--- config.mk ---
export PLATFORM = sky130hd
export DESIGN_NAME = lsu_mem_ctrl_flat
export DESIGN_NICKNAME = d
export VERILOG_FILES = /design/src/rtl/lsu_mem_ctrl_if.sv /design/src/rtl/lsu_mem_ctrl.sv /design/src/flat_wrapper.sv
export SDC_FILE = /design/constraint.sdc
export NUM_CORES = 1
export LEC_CHECK = 0
export BUFFER_PORTS_ARGS = -buffer_cell sky130_fd_sc_hd__buf_2
export CORE_ASPECT_RATIO = 1.25
export CORE_MARGIN = 8
export CORE_UTILIZATION = 25
export CTS_BUF_LIST = sky130_fd_sc_hd__clkbuf_16
export DETAILED_ROUTE_END_ITERATION = 10
export PLACE_DENSITY_LB_ADDON = 0.3
export SYNTH_ARGS = -nofsm -noshare
export SYNTH_HDL_FRONTEND = slang
export SYNTH_SLANG_ARGS = --single-unit
--- constraint.sdc ---
create_clock -name clk -period 2.6 [get_ports clk]
set_input_delay 0.52 -clock clk [delete_from_list [all_inputs] [get_ports clk]]
set_output_delay 0.52 -clock clk [all_outputs]
set_load 0.01 [all_outputs]
--- src/rtl/lsu_mem_ctrl_if.sv ---
// Memory-side bus of the load/store controller: a request/grant phase
// followed by a response (rvalid) phase that acknowledges loads and stores.
interface lsu_mem_ctrl_if #(
  parameter int DATA_WIDTH = 32,
  parameter int ADDR_WIDTH = 32
);
  logic                  mem_req;
  logic                  mem_we;
  logic [ADDR_WIDTH-1:0] mem_addr;
  logic [3:0]            mem_be;
  logic [DATA_WIDTH-1:0] mem_wdata;
  logic                  mem_gnt;
  logic                  mem_rvalid;
  logic [DATA_WIDTH-1:0] mem_rdata;

  modport master (
    output mem_req, mem_we, mem_addr, mem_be, mem_wdata,
    input  mem_gnt, mem_rvalid, mem_rdata
  );

  modport slave (
    input  mem_req, mem_we, mem_addr, mem_be, mem_wdata,
    output mem_gnt, mem_rvalid, mem_rdata
  );
endinterface

--- src/rtl/lsu_mem_ctrl.sv ---
// Load/store controller between execute and data memory. Accepts one RV32
// load/store at a time, drives the memory bus, stalls the core while the
// access is in flight and returns an extended, registered load result.
// Illegal, misaligned and timed-out accesses complete with a flag instead.
// Byte-lane logic assumes a 32-bit data bus (4 lanes).
module lsu_mem_ctrl #(
  parameter int DATA_WIDTH     = 32,
  parameter int ADDR_WIDTH     = 32,
  parameter int TIMEOUT_CYCLES = 16
) (
  input  logic                  clk,
  input  logic                  rstn,
  input  logic                  en,
  input  logic                  req_valid,
  input  logic                  req_we,
  input  logic [2:0]            req_funct3,
  input  logic [ADDR_WIDTH-1:0] req_addr,
  input  logic [DATA_WIDTH-1:0] req_wdata,
  output logic                  stall,
  output logic                  done,
  output logic [DATA_WIDTH-1:0] load_data,
  output logic                  misaligned,
  output logic                  bus_err,
  lsu_mem_ctrl_if.master        mem
);

  // Counter only needs to reach TIMEOUT_CYCLES-1 (TIMEOUT_CYCLES >= 2).
  localparam int CW = (TIMEOUT_CYCLES > 2) ? $clog2(TIMEOUT_CYCLES) : 1;
  localparam logic [CW-1:0] CNT_LAST = CW'(TIMEOUT_CYCLES - 1);

  typedef enum logic [1:0] {
    IDLE = 2'd0,
    REQ  = 2'd1,
    WAIT = 2'd2,
    DONE = 2'd3
  } state_t;

  state_t                state;
  state_t                state_nxt;
  logic [CW-1:0]         cnt;
  logic [2:0]            op_funct3;
  logic [1:0]            op_lane;

  logic                  req_illegal;
  logic                  req_misal;
  logic                  issue;
  logic                  set_mis;
  logic                  set_err;
  logic                  complete;
  logic                  timeout;
  logic                  drop_req;
  logic [3:0]            be_nxt;
  logic [DATA_WIDTH-1:0] wdata_nxt;
  logic [DATA_WIDTH-1:0] rdata_shift;
  logic [DATA_WIDTH-1:0] load_ext;

  // Reserved size encodings and unsigned stores are rejected outright.
  assign req_illegal = (req_funct3 == 3'b011) | (req_funct3 == 3'b110) |
                       (req_funct3 == 3'b111) | (req_we & req_funct3[2]);

  // Halfwords need an even address, words a 4-byte aligned one.
  always_comb begin
    req_misal = 1'b0;
    case (req_funct3[1:0])
      2'b01:   req_misal = req_addr[0];
      2'b10:   req_misal = |req_addr[1:0];
      default: req_misal = 1'b0;
    endcase
  end

  // Next-state and one-cycle control decisions for the access FSM.
  always_comb begin
    state_nxt = state;
    issue     = 1'b0;
    set_mis   = 1'b0;
    set_err   = 1'b0;
    complete  = 1'b0;
    timeout   = 1'b0;
    drop_req  = 1'b0;
    case (state)
      IDLE: begin
        if (req_valid && en) begin
          if (req_illegal) begin
            set_err   = 1'b1;
            state_nxt = DONE;
          end else if (req_misal) begin
            set_mis   = 1'b1;
            state_nxt = DONE;
          end else begin
            issue     = 1'b1;
            state_nxt = REQ;
          end
        end
      end
      REQ: begin
        if (mem.mem_gnt && mem.mem_rvalid) begin
          complete  = 1'b1;
          drop_req  = 1'b1;
          state_nxt = DONE;
        end else if (cnt == CNT_LAST) begin
          timeout   = 1'b1;
          drop_req  = 1'b1;
          state_nxt = DONE;
        end else if (mem.mem_gnt) begin
          drop_req  = 1'b1;
          state_nxt = WAIT;
        end
      end
      WAIT: begin
        if (mem.mem_rvalid) begin
          complete  = 1'b1;
          state_nxt = DONE;
        end else if (cnt == CNT_LAST) begin
          timeout   = 1'b1;
          state_nxt = DONE;
        end
      end
      DONE: begin
        state_nxt = IDLE;
      end
      default: begin
        state_nxt = IDLE;
      end
    endcase
  end

  // Stall holds the PC while a request is being accepted or is in flight;
  // it is low in DONE so the PC advances on the completing edge.
  assign stall = rstn & (((state == IDLE) & req_valid & en) |
                         (state == REQ) | (state == WAIT));

  // Byte enables and lane-replicated store data for the incoming request.
  always_comb begin
    be_nxt    = 4'b1111;
    wdata_nxt = req_wdata;
    case (req_funct3[1:0])
      2'b00: begin
        be_nxt    = 4'b0001 << req_addr[1:0];
        wdata_nxt = {4{req_wdata[7:0]}};
      end
      2'b01: begin
        be_nxt    = 4'b0011 << req_addr[1:0];
        wdata_nxt = {2{req_wdata[15:0]}};
      end
      default: begin
        be_nxt    = 4'b1111;
        wdata_nxt = req_wdata;
      end
    endcase
  end

  // Pick the addressed byte/halfword out of the read word and extend it.
  always_comb begin
    rdata_shift = mem.mem_rdata >> {op_lane, 3'b000};
    load_ext    = mem.mem_rdata;
    case (op_funct3)
      3'b000:  load_ext = {{(DATA_WIDTH-8){rdata_shift[7]}}, rdata_shift[7:0]};
      3'b001:  load_ext = {{(DATA_WIDTH-16){rdata_shift[15]}}, rdata_shift[15:0]};
      3'b100:  load_ext = {{(DATA_WIDTH-8){1'b0}}, rdata_shift[7:0]};
      3'b101:  load_ext = {{(DATA_WIDTH-16){1'b0}}, rdata_shift[15:0]};
      default: load_ext = mem.mem_rdata;
    endcase
  end

  // FSM state register.
  always_ff @(posedge clk or negedge rstn) begin
    if (!rstn) begin
      state <= IDLE;
    end else begin
      state <= state_nxt;
    end
  end

  // Timeout counter: cleared on issue, advances every REQ/WAIT cycle.
  always_ff @(posedge clk or negedge rstn) begin
    if (!rstn) begin
      cnt <= '0;
    end else if (issue) begin
      cnt <= '0;
    end else if ((state == REQ) || (state == WAIT)) begin
      cnt <= cnt + CW'(1);
    end
  end

  // Bus request registers: latched on issue, request dropped on grant or timeout.
  always_ff @(posedge clk or negedge rstn) begin
    if (!rstn) begin
      mem.mem_req   <= 1'b0;
      mem.mem_we    <= 1'b0;
      mem.mem_addr  <= '0;
      mem.mem_be    <= 4'b0000;
      mem.mem_wdata <= '0;
      op_funct3     <= 3'b000;
      op_lane       <= 2'b00;
    end else if (issue) begin
      mem.mem_req   <= 1'b1;
      mem.mem_we    <= req_we;
      mem.mem_addr  <= {req_addr[ADDR_WIDTH-1:2], 2'b00};
      mem.mem_be    <= be_nxt;
      mem.mem_wdata <= wdata_nxt;
      op_funct3     <= req_funct3;
      op_lane       <= req_addr[1:0];
    end else if (drop_req || timeout) begin
      mem.mem_req   <= 1'b0;
    end
  end

  // Completion pulse, status flags and the held load result.
  always_ff @(posedge clk or negedge rstn) begin
    if (!rstn) begin
      done       <= 1'b0;
      misaligned <= 1'b0;
      bus_err    <= 1'b0;
      load_data  <= '0;
    end else begin
      done       <= (state_nxt == DONE);
      misaligned <= set_mis;
      bus_err    <= set_err | timeout;
      if (complete && !mem.mem_we) begin
        load_data <= load_ext;
      end else if (set_err || timeout) begin
        load_data <= '0;
      end
    end
  end

endmodule

--- src/flat_wrapper.sv ---
// flat-port wrapper written by rule: the top's interface ports become plain ports
module lsu_mem_ctrl_flat 
#(
  parameter int DATA_WIDTH     = 32,
  parameter int ADDR_WIDTH     = 32,
  parameter int TIMEOUT_CYCLES = 16
)
  (clk, rstn, en, req_valid, req_we, req_funct3, req_addr, req_wdata, stall, done, load_data, misaligned, bus_err, mem_mem_req, mem_mem_we, mem_mem_addr, mem_mem_be, mem_mem_wdata, mem_mem_gnt, mem_mem_rvalid, mem_mem_rdata);
  lsu_mem_ctrl_if #(.DATA_WIDTH(DATA_WIDTH), .ADDR_WIDTH(ADDR_WIDTH)) mem_i ();
  input  logic clk;
  input  logic rstn;
  input  logic en;
  input  logic req_valid;
  input  logic req_we;
  input  logic [2:0] req_funct3;
  input  logic [ADDR_WIDTH-1:0] req_addr;
  input  logic [DATA_WIDTH-1:0] req_wdata;
  output logic stall;
  output logic done;
  output logic [DATA_WIDTH-1:0] load_data;
  output logic misaligned;
  output logic bus_err;
  output wire logic [$bits(mem_i.mem_req)-1:0] mem_mem_req;
  output wire logic [$bits(mem_i.mem_we)-1:0] mem_mem_we;
  output wire logic [$bits(mem_i.mem_addr)-1:0] mem_mem_addr;
  output wire logic [$bits(mem_i.mem_be)-1:0] mem_mem_be;
  output wire logic [$bits(mem_i.mem_wdata)-1:0] mem_mem_wdata;
  input wire logic [$bits(mem_i.mem_gnt)-1:0] mem_mem_gnt;
  input wire logic [$bits(mem_i.mem_rvalid)-1:0] mem_mem_rvalid;
  input wire logic [$bits(mem_i.mem_rdata)-1:0] mem_mem_rdata;
  assign mem_mem_req = mem_i.mem_req;
  assign mem_mem_we = mem_i.mem_we;
  assign mem_mem_addr = mem_i.mem_addr;
  assign mem_mem_be = mem_i.mem_be;
  assign mem_mem_wdata = mem_i.mem_wdata;
  assign mem_i.mem_gnt = mem_mem_gnt;
  assign mem_i.mem_rvalid = mem_mem_rvalid;
  assign mem_i.mem_rdata = mem_mem_rdata;
  lsu_mem_ctrl #(.DATA_WIDTH(DATA_WIDTH), .ADDR_WIDTH(ADDR_WIDTH), .TIMEOUT_CYCLES(TIMEOUT_CYCLES)) u_core (.clk(clk), .rstn(rstn), .en(en), .req_valid(req_valid), .req_we(req_we), .req_funct3(req_funct3), .req_addr(req_addr), .req_wdata(req_wdata), .stall(stall), .done(done), .load_data(load_data), .misaligned(misaligned), .bus_err(bus_err), .mem(mem_i));
endmodule
==> results by group, run 1 <==
Status
  – Status: completed

Critical path
  – CP Max Fanout: 4
  – CP top delay family: buffers and inverters
  – Crit end category: output port
  – Arr. time, crit path: 1.77 ns
  – CP cell instances: inv_1 > ha_1 > nand3_1 > buf_4 > a21boi_0 > buf_2
  – Largest stage delay, worst path: a little over 0.4 ns
  – CP max stage cell: dfrtp_1
  – FF-to-FF setup slack: ~0.34 ns
  – Worst Setup Start Kind: register
  – Worst setup path class: register to output port
  – Buf+Inv Stages, Crit Path: 3
  – Req. time, crit path: 2.08 ns

Placed design
  – IO buf count: approximately 210
  – Gpl congestion: a little over 0.8
  – DP Wirelength: 13600 um

STA
  – Post-route minimum period: around 2.3 ns
  – Finish-stage setup viols: 0
  – Clock Skew: between 0.006 and 0.007 ns
  – Hold Worst Slack: 0.220 ns
  – Fmax achieved: 0.437 GHz
  – RSZ-0062 raised after global routing: no
  – Pins Over Slew Limit: 0
  – Final Cycle Share: 0.880
  – Slew headroom: 0.484
  – Fin. Hold Viols: 0
  – TNS Setup: 0 ns
  – Slew of the pin with the lowest slew margin: just under 0.8 ns

Floorplan
  – Initial Utilization: 0.255
  – Row count: just over 60
  – Top Ports: 212
  – Core area: about 0.022 mm2
  – Die Span Y: 184 um
  – Chip Width: 151 um
  – Die area: about 0.028 mm2

Routing
  – WL per Instance: around 18 um
  – Routed vias: roughly 4.6k
  – Vias/cell: 4.67
  – Drt pass-1 iters: 4
  – Initial DRC count: 249
  – ANT nets after route: 0
  – DRC violations left: 0
  – Final WL: 18200 um

Clock tree
  – TritonCTS Buffers: 17
  – CTS tree: done
  – Post-CTS Setup Inserts: 0
  – Sink Count: between 100 and 150
  – Reg clk slew, reported paths: approximately 0.060 ns
  – H-tree levels: 4
  – Post-CTS Resized: 0
  – Hold_buf cts: 0
  – Clk_lat worst skew: ~0.41 ns
  – Clock tree buffer depth: 2
  – CTS Root Buffer Type: clkbuf_16

Final layout
  – Footprint of the multi-input gates: 0.00251 mm2
  – Final Net Count: between 800 and 900
  – Area growth syn-to-layout: 34.8%
  – Layout cells sized above 1: 0.497
  – # fillers: 2294
  – Commonest non-fill, non-tap cell in the layout: buf_2
  – Most frequent cells in the layout: buf_2 (208), dfrtp_1 (114), mux2_2 (68), nand2_1 (39), inv_1 (24)
  – Register cell area after layout: around 0.0029 mm2
  – Final core utilization: 0.343

Synthesis
  – Number of enable flip-flop cells after synthesis: 0
  – Synth Warn #: 0
  – Leading area contributor after synthesis: dfrtp_1
  – Top-area cell type share of the netlist area: 0.503
  – Seq/Total Area, Yosys: 0.503
  – Yosys cell types: 51
  – Synthesized cell area: between 0.005 and 0.006 mm2
  – Dominant synthesized flop cell: dfrtp_1
  – Mapped Cells: 480
  – Mean Syn Cell Area: between 10 and 15 um2
  – Async set-reset flop share out of synthesis: 1.00
  – Seq cells post-synth: approximately 110
  – Synth top area cells: dfrtp_1 (50%), mux2_2 (13%), nand2_1 (2.6%)

Pwr
  – Pwr Density: 1190 mW/mm2
  – VDD IR max: ~480 uV
  – Total power: 9.09 mW
  – Pleak: 3.75 nW

GRT
  – Grt ovf: 0
  – Total track usage: 0.132
  – First-pass GRT wire length: about 28000 um
  – Vias in the first global route: 4949
  – Antenna violations before repair: 2
  – Pin count of the biggest net entering global routing: ~120

Min path
  – Worst min path class: input port to async pin

Job
  – Max_cap viols: 0
## stage by stage
| step | worst slack [ns] | cell area (um2) | instances |
|---|---|---|---|
| floorplan | 0.242 | 5680 | 481 |
| global placement | 0.115 | 7060 | 959 |
| detailed placement | 0.0739 | 7060 | 959 |
| CTS | 0.247 | 7650 | 991 |
| global route | 0.0952 | 7650 | 991 |
| finish | 0.313 | 7650 | 992 |
## kinds of logic after synthesis
group | synth area share
xor+xnor | 0.00463
buf+inv | 0.0580
other cells | 0.000661
flops | 0.503
simple gates | 0.0886
compound gates | 0.140
fa+ha+maj | 0.0198
mux | 0.186
## flip-flops by register name, indices dropped and copies added (netlist names)
name	cells
u_core.mem.mem_wdata	32
u_core.state	2
u_core.misaligned	1
u_core.mem.mem_req	1
u_core.cnt	4
u_core.load_data	32
u_core.op_funct3	3
u_core.bus_err	1
u_core.done	1
u_core.mem.mem_we	1
u_core.mem.mem_addr	30
u_core.mem.mem_be	4
u_core.op_lane	2
## synth_stat cells (6+ instances only)
| cell | number |
|---|---|
| dfrtp_1 | 114 |
| mux2_2 | 68 |
| nand2_1 | 39 |
| inv_1 | 23 |
| nor2_1 | 19 |
| nand4_1 | 18 |
| clkbuf_1 | 14 |
| mux2i_1 | 13 |
| o21ai_0 | 13 |
| a21oi_1 | 10 |
| buf_6 | 10 |
| o211ai_2 | 10 |
| ha_1 | 9 |
| a22o_1 | 8 |
| a22oi_1 | 8 |
| o32ai_1 | 8 |
| a2bb2oi_1 | 7 |
| o2bb2ai_1 | 7 |
| buf_4 | 6 |
| mux2_1 | 6 |
| mux2_4 | 6 |
| o211ai_1 | 6 |
| o221ai_1 | 6 |
## layout make-up
| cell class | count | share of cell area |
|---|---|---|
| clock inverter | 15 | 0.0219 |
| antenna | 1 | 0.000327 |
| inverter | 23 | 0.0113 |
| tap | 283 | 0.0463 |
| multi-input combinational | 307 | 0.327 |
| sequential | 114 | 0.373 |
| clock buffer | 17 | 0.0556 |
| timing repair buffer | 232 | 0.164 |
## worst reg2reg max path: stages (launching register included)
cell     delay (ns)
dfrtp_1        0.41
inv_1          0.12
ha_1           0.19
nand3_1        0.13
or3_1          0.41
nor2b_4        0.28
buf_12         0.23
mux2_2         0.37
## path summary, 6_finish.rpt
check	startpoint	endpoint	cells after the start
hold reg to reg	u_core.mem.mem_addr[20]	u_core.mem.mem_addr[20]	1
setup / recovery	u_core.state[1]	stall	6
max in group asynchronous	rstn	u_core.mem.mem_addr[30]	2
setup reg to reg	u_core.state[1]	u_core.mem.mem_addr[30]	7
hold / removal	rstn	u_core.load_data[2]	2
min in group clk	req_addr[23]	u_core.mem.mem_addr[23]	2
## metal layers
| layer | vias up | routed length [um] | GRT usage |
|---|---|---|---|
| li1 | 2179 | - | - |
| met1 | 2231 | 7830 | 0.164 |
| met2 | 186 | 8450 | 0.208 |
| met3 | 29 | 1650 | 0.0496 |
| met4 | 4 | 289 | 0.0413 |
| met5 | - | 22 | 0 |
## power by group
part	internal [mW]	switching, mW	total (mW)
logic	1.67	1.93	3.60
clock network	1.50	0.869	2.36
registers	2.61	0.514	3.12
total	5.77	3.32	9.09
Note: power is estimated with default switching activity, not from simulation.
==> run 2, diff against run 1 <==
==> constraint.sdc (replaced) <==
create_clock -name clk -period 1.9 [get_ports clk]
set_input_delay 0.38 -clock clk [delete_from_list [all_inputs] [get_ports clk]]
set_output_delay 0.38 -clock clk [all_outputs]
set_load 0.01 [all_outputs]
==> results by group, run 2 (same netlist as run 1, synthesis figures left out) <==
Critical path
  – Worst path depth: 9 (+3)
  – R2r worst-path depth: 9 (+2)
  – Arr. time, crit path: 2.32 ns (+0.55 ns)
  – R2r endpoint: u_core.mem.mem_addr[28]
  – Worst setup path class: register to register
  – CP Max Fanout: 8 (+4)
  – Most Frequent Cell on Critical Path: buf_6
  – Largest stage delay, worst path: 0.39 ns (-0.02 ns)
  – CP top delay family: simple AND/OR/NAND/NOR gates
  – Req. time, crit path: 2.19 ns (+0.11 ns)
  – Worst Setup Start Kind: register
  – CP cell instances: inv_2 > ha_4 > nand3_4 > or3_4 > nor2b_4 > buf_6 > buf_6 > buf_12 > mux2_4
  – Reg2reg start: u_core.state[1]
  – Setup crit start: u_core.state[1]
  – Buf+Inv Stages, Crit Path: 4 (+1)
  – CP max stage cell: dfrtp_1
  – FF-to-FF setup slack: -0.12 ns (-0.46 ns)
  – Critical path endpoint: u_core.mem.mem_addr[28]
  – Crit end category: register

GRT
  – Grt ovf: 0 (unchanged)
  – Total track usage: 0.139 (+0.00721)
  – Antenna violations before repair: 1 (-1)
  – First-pass GRT wire length: 29700 um (+4.8%)
  – Met2 usage in global routing: 0.236 (+0.0279)
  – Busiest grt layer: met2
  – Met1 usage: 0.167 (+0.00235)
  – Pin count of the biggest net entering global routing: 115 (unchanged)
  – Vias in the first global route: 5177 (+4.6%)
  – Grt met3 use: 0.0417 (-0.00785)

Clock tree
  – Hold_buf cts: 0 (unchanged)
  – CTS tree: done
  – Clk_lat worst skew: 0.42 ns (about the same)
  – Reg clk slew, reported paths: 0.06 ns (about the same)
  – Clock tree buffer depth: 2 (unchanged)
  – H-tree levels: 4 (unchanged)
  – CTS Root Buffer Type: clkbuf_16
  – TritonCTS Buffers: 17 (unchanged)
  – Sink Count: 114 (unchanged)

Job
  – Max_cap viols: 0 (unchanged)

Final layout
  – Most frequent cells in the layout: buf_2 (208), dfrtp_1 (114), mux2_4 (64), buf_4 (42), nand2_1 (39)
  – Final Net Count: 847 (+4.6%)
  – Layout cells sized above 1: 0.552 (+0.0545)
  – ANT cells: 0 (-1)
  – Biggest regs: u_core.load_data x32, u_core.mem.mem_wdata x32, u_core.mem.mem_addr x30
  – Final Non-Filler Cells: 1028 (+3.6%)
  – Area growth syn-to-layout: 48.8%
  – Final core utilization: 0.379 (+0.0356)
  – Cell area after layout: 0.00845 mm2 (+10%)
  – Commonest non-fill, non-tap cell in the layout: buf_2

Pwr
  – Clock share of power: 0.239 (-0.021)
  – Net switching power: 4.85 mW (+46%)
  – Pleak: 4.18 nW (+11%)
  – Pwr Density: 1600 mW/mm2 (+34%)
  – Seq pwr share: 0.316 (-0.028)
  – Sw frac: 0.359 (-0.00561)
  – Combinational share of power: 0.445 (+0.049)
  – VDD IR max: 645 uV (+34%)
  – Total power: 13.5 mW (+48%)
  – P_int: 8.65 mW (+50%)

Floorplan
  – Die area: 0.0278 mm2 (unchanged)
  – Row count: 61 (unchanged)
  – Initial Utilization: 0.255 (unchanged)
  – Chip Width: 151 um (unchanged)
  – Top Ports: 212 (unchanged)
  – Core area: 0.0223 mm2 (unchanged)
  – Die Span Y: 184 um (unchanged)

Routing
  – Initial DRC count: 197 (-21%)
  – Drt pass-1 iters: 4 (unchanged)
  – WL per Instance: 18.8 um (+2.2%)
  – ANT nets after route: 0 (unchanged)
  – Final WL: 19300 um (+5.9%)
  – Vias/cell: 4.62 (-1.1%)
  – Routed vias: 4746 (+2.5%)
  – DRC violations left: 0 (unchanged)

STA
  – Fin. Hold Viols: 0 (unchanged)
  – Post-route minimum period: a little over 2 ns
  – Final WS setup: -0.122 ns (-0.435 ns)
  – Slew headroom: 0.546 (+0.0618)
  – TNS Setup: -4.49 ns (-4.49 ns)
  – Finish-stage setup viols: 60 (+60)
  – Final Cycle Share: 1.06
  – Pins Over Slew Limit: 0 (unchanged)
  – Hold Worst Slack: 0.0433 ns (-0.177 ns)
  – RSZ-0062 raised after global routing: yes
  – Fmax achieved: 0.495 GHz
  – Slew of the pin with the lowest slew margin: 0.681 ns (-0.0898 ns)
  – Clock Skew: 0.0132 ns (+0.00706 ns)

Status
  – Status: finished with violations
  – Failing checks: negative setup slack

Placed design
  – Pre-CTS WS: -0.306 ns (-0.380 ns)
  – IO buf count: 209 (unchanged)
  – Placed Area: 0.00756 mm2 (+7.2%)
  – Placed Cells incl. Taps: 982 (+2.4%)
  – DP Wirelength: 14100 um (+3.6%)
  – Gpl congestion: 0.784 (-5.4%)

Min path
  – Worst min path class: input port to async pin
## run 2: worst min path at each step
stage,endpoint,slack (ns),cells after the start
2_1_floorplan,u_core.bus_err,0.08,0
3_3_place_gp,u_core.mem.mem_wdata[1],0.48,1
3_5_place_dp,u_core.mem.mem_wdata[16],0.49,1
4_1_cts,u_core.load_data[22],0.13,2
5_1_grt,u_core.load_data[1],0.11,2
6_report,u_core.load_data[1],0.04,2
## run 2: layout make-up
class,count,area (um2)
clock buffers,17,425
well taps,283,354
clock inverters,15,158
multi-input cells,307,2840
inverters,23,91.3
flip-flops and latches,114,2850
repair buffers,269,1730
fillers,2216,13800
## run 2: power by group through the flow
stage	Combinational [mW]	Clock, mW	Sequential, mW
after detailed placement	5.79	0	4.26
final	6.01	3.22	4.26
after global routing	6.54	3.41	4.42
after global placement	5.70	0	4.29
after floorplan	3.04	0	4.68
after CTS	6.00	3.30	4.27
## run 2: what timing repair did
action                                  in CTS  in global routing
endpoints found under the setup margin      79                 91
buffers inserted                             7                  3
cloned                                       5                  0
pin swaps                                    4                  3
resized for setup                           23                  6
## run 2: routing by layer
layer / up-vias / routed length [um]
met4: 2 / 218
met2: 142 / 9870
li1: 2252 / -
met3: 18 / 1130
met5: - / 13
met1: 2332 / 8090
